File: src/rtl/sram_arb_pkg.sv
// Shared types and default sizing for the SRAM write-path arbiter.
// The optional watchdog lives in sram_wr_arbiter and is enabled by ARB_WATCHDOG_EN.
package sram_arb_pkg;
  localparam int ARB_PORT_NUM   = 16;
  localparam int ARB_DATA_WIDTH = 16;
  localparam int ARB_LEN_WIDTH  = 12;

  typedef logic [$clog2(ARB_PORT_NUM)-1:0] port_idx_t;

  typedef enum logic {
    IDLE = 1'b0,
    XFER = 1'b1
  } state_t;
endpackage

File: src/rtl/sram_wr_arbiter_rr_pick.sv
// Combinational rotating-priority picker: the first set req strictly after rr_ptr
// (wrapping at PORT_NUM) wins, so the last-served port becomes lowest priority.
module rr_pick #(
  parameter  int PORT_NUM = 16,
  localparam int IDX_W    = $clog2(PORT_NUM)
) (
  input  logic [PORT_NUM-1:0] req,
  input  logic [IDX_W-1:0]    rr_ptr,
  output logic [IDX_W-1:0]    sel,
  output logic                any
);
  logic [IDX_W-1:0] idx;

  always_comb begin
    sel = '0;
    idx = '0;
    any = |req;
    // Walk the offsets from farthest to nearest so the nearest hit overwrites the rest.
    for (int i = PORT_NUM; i >= 1; i--) begin
      idx = IDX_W'((int'(rr_ptr) + i) % PORT_NUM);
      if (req[idx]) sel = idx;
    end
  end
endmodule

File: src/rtl/sram_wr_arbiter.sv
// Round-robin packet arbiter in front of the page-based SRAM write interface.
// Optional macro ARB_WATCHDOG_EN aborts a granted packet after TIMEOUT idle cycles.
module sram_wr_arbiter
  import sram_arb_pkg::*;
#(
  parameter  int PORT_NUM   = ARB_PORT_NUM,
  parameter  int DATA_WIDTH = ARB_DATA_WIDTH,
  parameter  int LEN_WIDTH  = ARB_LEN_WIDTH,
  parameter  int TIMEOUT    = 255,
  localparam int IDX_W      = $clog2(PORT_NUM)
) (
  input  logic                           clk,
  input  logic                           rst_n,
  input  logic                           sram_rdy,
  input  logic [PORT_NUM-1:0]            req,
  input  logic [PORT_NUM-1:0]            in_vld,
  input  logic [PORT_NUM*DATA_WIDTH-1:0] in_data,
  input  logic [PORT_NUM-1:0]            in_eop,
  output logic [PORT_NUM-1:0]            grant,
  output logic                           xfer_data_vld,
  output logic [DATA_WIDTH-1:0]          xfer_data,
  output logic                           end_of_packet,
  output logic [IDX_W-1:0]               xfer_port,
  output logic                           pkt_done,
  output logic [LEN_WIDTH-1:0]           pkt_len,
  output state_t                         arb_state
);
  // Handshake: sram_rdy acts as "ready" for packet start only and is sampled in IDLE;
  // once granted, words flow on in_vld with no backpressure until in_eop (or abort).
`ifdef ARB_WATCHDOG_EN
  localparam bit WD_EN = 1'b1;
`else
  localparam bit WD_EN = 1'b0;
`endif
  localparam int WD_W = $clog2(TIMEOUT + 1);

  state_t                state;
  logic [IDX_W-1:0]      rr_ptr;
  logic [LEN_WIDTH-1:0]  cnt;
  logic [LEN_WIDTH-1:0]  cnt_inc;
  logic [WD_W-1:0]       wd_cnt;
  logic                  wd_hit;
  logic [IDX_W-1:0]      pick_sel;
  logic                  pick_any;
  logic                  g_vld;
  logic                  g_eop;
  logic [DATA_WIDTH-1:0] g_data;

  rr_pick #(.PORT_NUM(PORT_NUM)) u_pick (
    .req    (req),
    .rr_ptr (rr_ptr),
    .sel    (pick_sel),
    .any    (pick_any)
  );

  assign g_vld = in_vld[xfer_port];
  assign g_eop = in_eop[xfer_port];

  always_comb begin
    g_data = '0;
    for (int i = 0; i < PORT_NUM; i++) begin
      if (IDX_W'(i) == xfer_port) g_data = in_data[i*DATA_WIDTH +: DATA_WIDTH];
    end
  end

  // Length saturates at all-ones; words keep flowing regardless.
  assign cnt_inc = (cnt == '1) ? cnt : cnt + LEN_WIDTH'(1);
  assign wd_hit  = WD_EN && !g_vld && (wd_cnt == WD_W'(TIMEOUT - 1));
  assign arb_state = state;

  always_ff @(posedge clk) begin
    if (!rst_n) begin
      state         <= IDLE;
      rr_ptr        <= IDX_W'(PORT_NUM - 1);
      grant         <= '0;
      xfer_port     <= '0;
      xfer_data_vld <= 1'b0;
      xfer_data     <= '0;
      end_of_packet <= 1'b0;
      pkt_done      <= 1'b0;
      pkt_len       <= '0;
      cnt           <= '0;
      wd_cnt        <= '0;
    end else begin
      xfer_data_vld <= 1'b0;
      end_of_packet <= 1'b0;
      pkt_done      <= 1'b0;
      case (state)
        IDLE: begin
          if (sram_rdy && pick_any) begin
            grant     <= PORT_NUM'(1) << pick_sel;
            xfer_port <= pick_sel;
            cnt       <= '0;
            wd_cnt    <= '0;
            state     <= XFER;
          end
        end
        XFER: begin
          if (g_vld) begin
            xfer_data_vld <= 1'b1;
            xfer_data     <= g_data;
            cnt           <= cnt_inc;
            wd_cnt        <= '0;
            if (g_eop) begin
              end_of_packet <= 1'b1;
              pkt_done      <= 1'b1;
              pkt_len       <= cnt_inc;
              grant         <= '0;
              rr_ptr        <= xfer_port;
              state         <= IDLE;
            end
          end else if (wd_hit) begin
            // Forced close: no data word accompanies this end_of_packet.
            end_of_packet <= 1'b1;
            pkt_done      <= 1'b1;
            pkt_len       <= cnt;
            grant         <= '0;
            rr_ptr        <= xfer_port;
            state         <= IDLE;
          end else begin
            wd_cnt <= wd_cnt + WD_W'(1);
          end
        end
        default: state <= IDLE;
      endcase
    end
  end
endmodule

File: config.mk
export PLATFORM = sky130hd
export DESIGN_NAME = sram_wr_arbiter
export DESIGN_NICKNAME = d
export VERILOG_FILES = /design/src/rtl/sram_arb_pkg.sv /design/src/rtl/sram_wr_arbiter_rr_pick.sv /design/src/rtl/sram_wr_arbiter.sv
export SDC_FILE = /design/constraint.sdc
export NUM_CORES = 1
export LEC_CHECK = 0
export BUFFER_PORTS_ARGS = -buffer_cell sky130_fd_sc_hd__buf_4
export CAP_MARGIN = 0
export CORE_AREA = 2 2 139 141
export DETAILED_ROUTE_END_ITERATION = 10
export DIE_AREA = 0 0 141 143
export GPL_TIMING_DRIVEN = 0
export PLACE_DENSITY = 0.71
export SYNTH_ARGS = -nofsm -noshare
export SYNTH_HDL_FRONTEND = slang
export SYNTH_SLANG_ARGS = --single-unit
File: constraint.sdc
create_clock -name clk -period 3.8 [get_ports clk]
set_input_delay 0.19 -clock clk [delete_from_list [all_inputs] [get_ports clk]]
set_output_delay 0.19 -clock clk [all_outputs]
set_load 0.005 [all_outputs]
==> results of run 1 <==
per-layer routing:
layer	global-route usage	wire length, um	part of all wire	up-vias
li1	-	-	-	4173
met1	0.443	13900	0.37	4477
met2	0.584	17600	0.47	657
met3	0.0939	4050	0.11	119
met4	0.174	2010	0.054	4
met5	0	26	0.00069	-
kinds of logic (layout without fill, tap and decap cells):
family                   count (synthesis)  in the layout  synth area share
AND/OR/NAND/NOR                        265            265             0.173
AO/OA/AOI/OAI                          289            289             0.277
other                                    0              5                 0
flip-flops                              67             67             0.191
XOR/XNOR                                23             23            0.0287
buffers and inverters                   81            484            0.0476
adder cells (fa/ha/maj)                  8              8            0.0143
multiplexers                           124            124             0.268
registers in the layout, indices dropped and copies added (netlist names):
| register | count |
|---|---|
| arb_state | 1 |
| cnt | 12 |
| grant | 16 |
| pkt_done | 1 |
| pkt_len | 12 |
| rr_ptr | 4 |
| xfer_data | 16 |
| xfer_data_vld | 1 |
| xfer_port | 4 |
worst register-to-register path, stage by stage, from the launching register on:
cell and delay (ps):
sky130_fd_sc_hd__dfxtp_4 380, sky130_fd_sc_hd__buf_12 140, sky130_fd_sc_hd__clkinvlp_4 160, sky130_fd_sc_hd__ha_4 310, sky130_fd_sc_hd__buf_8 120, sky130_fd_sc_hd__buf_8 140
sky130_fd_sc_hd__mux4_2 400, sky130_fd_sc_hd__mux4_2 600, sky130_fd_sc_hd__buf_4 190, sky130_fd_sc_hd__nor2_4 130, sky130_fd_sc_hd__and4_1 200, sky130_fd_sc_hd__o21ai_0 110
sky130_fd_sc_hd__o211ai_2 180, sky130_fd_sc_hd__buf_4 190, sky130_fd_sc_hd__a21oi_2 110, sky130_fd_sc_hd__a22o_1 250
synth_stat cells, drive strengths merged, types with 13 or more instances:
cell type / count / area share
o21ai: 70 / 0.050
a31oi: 21 / 0.020
nand3: 23 / 0.016
xnor2: 19 / 0.024
dfxtp: 67 / 0.19
inv: 13 / 0.0069
nand2: 73 / 0.039
nor3: 25 / 0.018
a22oi: 22 / 0.024
mux2i: 55 / 0.078
buf: 19 / 0.014
mux2: 21 / 0.034
mux4: 48 / 0.16
nor2: 85 / 0.045
a222oi: 13 / 0.019
clkbuf: 46 / 0.025
o211ai: 17 / 0.019
a21oi: 58 / 0.042
per-stage QoR:
step / cells / utilization / cell area (um2) / setup slack [ps]
2_1_floorplan: 857 / - / 7030 / 46.4
3_3_place_gp: 1449 / 0.539 / 10000 / -816
3_5_place_dp: 1449 / 0.539 / 10000 / -819
4_1_cts: 1472 / 0.568 / 10600 / 0.336
5_1_grt: 1496 / 0.585 / 10900 / -5.63
6_report: 1499 / 0.585 / 10900 / 79.4
final cells by class:
type	instances	area (um2)	share of cell area
clock inverters	7	100	0.00921
inverters	16	71.3	0.00656
plain buffers	59	314	0.0289
repair buffers	393	2960	0.272
clock buffers	9	225	0.0207
flip-flops and latches	67	1350	0.124
multi-input cells	709	5550	0.511
well taps	234	293	0.0269
diodes	5	12.5	0.00115
where the power goes:
| group | internal [mW] | switching, mW | total (mW) |
|---|---|---|---|
| Combinational | 2.16 | 2.89 | 5.05 |
| Sequential | 0.822 | 0.0899 | 0.912 |
| Clock | 0.578 | 0.337 | 0.916 |
repair_timing:
action / in CTS / in global routing
pin swaps: 5 / 6
endpoints found under the setup margin: 28 / 24
hold buffers: 0 / 0
buffers inserted: 9 / 26
resized for setup: 47 / 31
path summary, 6_finish.rpt:
check | start | endpoint | slack [ps] | cells past startpoint
setup / recovery | rr_ptr[1]$_SDFFE_PN1P_ | grant[0]$_SDFFE_PN0P_ | 80 | 15
hold / removal | in_data[222] | xfer_data[14]$_SDFFE_PN0P_ | 110 | 3
setup reg to reg | rr_ptr[1]$_SDFFE_PN1P_ | grant[0]$_SDFFE_PN0P_ | 80 | 15
hold reg to reg | grant[12]$_SDFFE_PN0P_ | grant[12]$_SDFFE_PN0P_ | 450 | 2
==> out/metrics.json, run 1 <==
{
  "logic_synthesis": {
    "syn-cell-area_mm2": 0.00702,
    "postSynthRegisterBits": 67,
    "synth-main-ff-cell": "sky130_fd_sc_hd__dfxtp_1",
    "netlist-cell-type-count": 68,
    "ys_warn_count": 0,
    "sequential_cell_area_fraction_in_the_yosys_report": 0.191,
    "synth_enable_flop_cells": 0,
    "syn_nets": 1172,
    "cell_count_after_synthesis": 857,
    "syn-mean-instance-area_um2": 8.20,
    "synth_async_sr_flop_share": 0
  },
  "floorplanning": {
    "die_span_in_x_um": 141,
    "floorplan.initialDensity": 0.378,
    "io_pins": 359,
    "die_area_mm2": 0.0202,
    "die_y_um": 143,
    "core_area_mm2": 0.0186,
    "placement_rows": 50
  },
  "sta": {
    "worst-slew-pin-transition_ps": 1390,
    "timing_max_transition_violations_final": 0,
    "maxSlewHeadroom": 0.0629,
    "finClkSkew_ps": 6.48,
    "fmax_ghz": 0.269,
    "holdWs_ps": 113,
    "final_period_minus_worst_setup_slack_ps": 3720,
    "post_route_clock_period_utilization": 0.979,
    "hold_viol": 0,
    "setup_tns_ps": 0,
    "setup_viol": 0
  },
  "final_layout": {
    "most_frequent_standard_cell_in_the_layout_excluding_fill_and_tap_cells": "sky130_fd_sc_hd__buf_4",
    "n_fill_cell": 1725,
    "layout_common_cells": "sky130_fd_sc_hd__buf_4 (393), sky130_fd_sc_hd__nor2_1 (84), sky130_fd_sc_hd__nand2_1 (73)",
    "synthToLayoutAreaGrowth_pct": 54.8,
    "layout-drive-gt1-share": 0.424,
    "fin_nets": 1570
  },
  "placed_design": {
    "port_buffers": 358,
    "dpl.hpwl_mm": 29.9,
    "gp_routability_congestion": 0.989
  },
  "worst_setup_path": {
    "worst_path_max_delay_cell": "sky130_fd_sc_hd__mux4_2",
    "worst_ep_arrival_time_ps": 3950,
    "timing.critical_path.max_delay_family": "multiplexers",
    "worst-setup-path-type": "flop to flop",
    "slowest_stage_delay_on_critical_path_ps": 600,
    "worstPathCellList": "buf_12 > clkinvlp_4 > ha_4 > buf_8 > buf_8 > mux4_2 > mux4_2 > buf_4 > nor2_4 > and4_1 > o21ai_0 > o211ai_2 > buf_4 > a21oi_2 > a22o_1",
    "startpoint_type": "flop",
    "critical_path_buffer_and_inverter_count": 6,
    "crit_fanout": 10,
    "required_ps": 4030,
    "worst_setup_path_end_kind": "flop"
  },
  "global_route": {
    "number_of_global_route_vias_before_repair": 8876,
    "global_route_wire_length_before_repair_mm": 54.2,
    "antenna_violations_before_repair": 7,
    "global_route.overflow_total": 0,
    "grt_usage": 0.359,
    "grt_start_max_net_pins": 19
  },
  "cts": {
    "numCtsBuffers": 9,
    "cts.htree.levels": 3,
    "clk_latency_ps": 340,
    "cts_buffer_depth": 2,
    "tritoncts": "yes",
    "cts.sink_count": 67,
    "clk_transition_reported_paths_ps": 60,
    "cts.root.buffer_cell": "sky130_fd_sc_hd__clkbuf_16"
  },
  "pwr": {
    "fin_total_pwr_mw": 6.88,
    "static-leakage-power_nw": 4.57,
    "power_per_cell_area_mw_per_mm2": 633,
    "power.ir.vdd_worst_mv": 0.325
  },
  "route": {
    "dr_total_vias": 9430,
    "post_drt_wl_per_cell_um": 25.0,
    "first_iter_violations": 1139,
    "route.antenna.remaining_nets": 0,
    "detail_route.wirelength_mm": 37.5,
    "firstDrtPassIters": 5,
    "drc": 0,
    "via_per_instance_ratio": 6.29
  },
  "outcome": {
    "outcome": "completed"
  },
  "min_path": {
    "hold_path_class": "input port to flop"
  },
  "job": {
    "cap_violations": 0
  }
}
No activity file was read; power rests on OpenSTA's default activity.
==> run 2, diff against run 1 <==
- CTS_BUF_LIST: default -> sky130_fd_sc_hd__clkbuf_8
==> out/metrics.json, run 2 (same netlist as run 1, synthesis figures left out) <==
{
  "outcome": {
    "outcome": "completed"
  },
  "pwr": {
    "power.ir.vdd_worst_mv": 0.324,
    "comb_power_share": 0.759,
    "static-leakage-power_nw": 4.49,
    "clockPowerShare": 0.103,
    "power_frac_seq": 0.138,
    "power_per_cell_area_mw_per_mm2": 616,
    "netSwitchingPower_mw": 3.27,
    "netSwitchingFraction": 0.495,
    "p_int_mw": 3.33
  },
  "sta": {
    "hold_viol": 0,
    "setup_tns_ps": 0,
    "setup_viol": 0,
    "fmax_ghz": 0.271,
    "maxSlewHeadroom": 0.0477,
    "post-route-worst-setup-slack_ps": 105,
    "timing_max_transition_violations_final": 0,
    "rsz_0062_raised_after_global_routing": "no",
    "final_period_minus_worst_setup_slack_ps": 3690,
    "worst-slew-pin-transition_ps": 1420,
    "finClkSkew_ps": 9.74,
    "post_route_clock_period_utilization": 0.972
  },
  "global_route": {
    "antenna_violations_before_repair": 5,
    "global_route_wire_length_before_repair_mm": 53.8,
    "global_route.overflow_total": 0,
    "number_of_global_route_vias_before_repair": 8876,
    "grt_start_max_net_pins": 19,
    "grt_usage": 0.356
  },
  "worst_setup_path": {
    "startpoint_type": "flop",
    "worst_ep_arrival_time_ps": 3990,
    "required_ps": 4100,
    "worst_reg_to_reg_path_cell_count": 13,
    "worst_setup_path_end_kind": "flop",
    "worst-setup-path-type": "flop to flop",
    "crit_fanout": 10
  },
  "route": {
    "detail_route.wirelength_mm": 37.4,
    "first_iter_violations": 1058,
    "post_drt_wl_per_cell_um": 25.0,
    "firstDrtPassIters": 5,
    "drc": 0,
    "via_per_instance_ratio": 6.23,
    "route.antenna.remaining_nets": 0,
    "dr_total_vias": 9306
  },
  "floorplanning": {
    "die_area_mm2": 0.0202,
    "io_pins": 359,
    "die_y_um": 143,
    "floorplan.initialDensity": 0.378,
    "core_area_mm2": 0.0186,
    "die_span_in_x_um": 141,
    "placement_rows": 50
  },
  "cts": {
    "cts.sink_count": 67,
    "cts.htree.levels": 3,
    "post_cts_hold_buffer_count": 0,
    "clk_transition_reported_paths_ps": 80,
    "numCtsBuffers": 9,
    "tritoncts": "yes",
    "clk_latency_ps": 360,
    "cts_buffer_depth": 2,
    "cts.root.buffer_cell": "sky130_fd_sc_hd__clkbuf_8"
  },
  "placed_design": {
    "pre_cts_slack_ps": -819,
    "dpl.hpwl_mm": 29.9,
    "gp_routability_congestion": 0.989,
    "port_buffers": 358
  },
  "final_layout": {
    "largest_registers": "grant (16), xfer_data (16)",
    "layout_common_cells": "sky130_fd_sc_hd__buf_4 (388), sky130_fd_sc_hd__nor2_1 (84), sky130_fd_sc_hd__nand2_1 (73)",
    "fin_nets": 1564,
    "synthToLayoutAreaGrowth_pct": 52.6,
    "n_fill_cell": 1737,
    "most_frequent_standard_cell_in_the_layout_excluding_fill_and_tap_cells": "sky130_fd_sc_hd__buf_4",
    "layout-drive-gt1-share": 0.422
  },
  "job": {
    "cap_violations": 0
  },
  "min_path": {
    "worstHoldPathCells": 3,
    "hold_path_class": "input port to flop"
  }
}
-- run 2: cell count changes in the layout (fill, tap and decap cells not counted), sizes merged --
cell | before | now
clkbuf | 52 | 51
buf | 408 | 403
-- run 2: routing by layer --
| layer | GRT usage | vias to the layer above | routed length (um) |
|---|---|---|---|
| met5 | 0 | - | 0 |
| met2 | 0.582 | 647 | 17700 |
| met4 | 0.185 | 0 | 1880 |
| met3 | 0.0768 | 105 | 3730 |
| met1 | 0.444 | 4404 | 14000 |
| li1 | - | 4150 | - |
-- run 2: timing repair --
action / 4_1_cts / 5_1_grt
pin swaps: 5 / 4
endpoints found under the hold margin: 0 / 0
setup buffers: 10 / 19
setup endpoints to repair: 29 / 24
gates resized for setup: 46 / 28
-- run 2: layout make-up --
| class | count | area [um2] | area share |
|---|---|---|---|
| Sequential cell | 67 | 1340 | 0.125 |
| Clock buffer | 9 | 124 | 0.0116 |
| Multi-Input combinational cell | 709 | 5560 | 0.518 |
| Tap cell | 234 | 293 | 0.0273 |
| Clock inverter | 7 | 100 | 0.00934 |
| Inverter | 16 | 71.3 | 0.00665 |
| Antenna cell | 5 | 12.5 | 0.00117 |
| Timing Repair Buffer | 387 | 2910 | 0.271 |
| Buffer | 59 | 309 | 0.0288 |
-- run 2: worst max-delay path: stages (launching register included) --
cell and delay (ps):
sky130_fd_sc_hd__dfxtp_2 400, sky130_fd_sc_hd__buf_12 150, sky130_fd_sc_hd__clkinvlp_4 150, sky130_fd_sc_hd__ha_4 300, sky130_fd_sc_hd__buf_8 110, sky130_fd_sc_hd__buf_6 150
sky130_fd_sc_hd__mux4_2 430, sky130_fd_sc_hd__mux4_2 630, sky130_fd_sc_hd__a2111oi_2 370, sky130_fd_sc_hd__a311oi_1 120, sky130_fd_sc_hd__o21bai_2 210, sky130_fd_sc_hd__o31ai_4 130
sky130_fd_sc_hd__nand3b_1 290, sky130_fd_sc_hd__o21ai_1 180
-- run 2: worst paths after layout --
check                         startpoint  slack, ps                         end
hold reg to reg   grant[12]$_SDFFE_PN0P_        450      grant[12]$_SDFFE_PN0P_
hold / removal              in_data[222]         90  xfer_data[14]$_SDFFE_PN0P_
setup reg to reg  rr_ptr[1]$_SDFFE_PN1P_        110       grant[5]$_SDFFE_PN0P_
setup / recovery  rr_ptr[1]$_SDFFE_PN1P_        110       grant[5]$_SDFFE_PN0P_
-- run 2: through the flow --
stage	area, um2	instances	hold slack, ps	total power, mW	util
after floorplan	7030	857	343	3.73	-
after global placement	10000	1449	435	5.23	0.539
after detailed placement	10000	1449	441	5.23	0.539
after CTS	10400	1473	84.3	6.23	0.562
after global routing	10700	1490	104	6.96	0.576
final	10700	1493	92.8	6.60	0.577
-- run 2: power by group through the flow --
stage	clock, mW	combinational, mW	sequential (mW)
2_1_floorplan	0	2.82	0.905
3_3_place_gp	0	4.32	0.918
3_5_place_dp	0	4.31	0.919
4_1_cts	0.684	4.64	0.905
5_1_grt	0.714	5.32	0.921
6_report	0.681	5.01	0.911
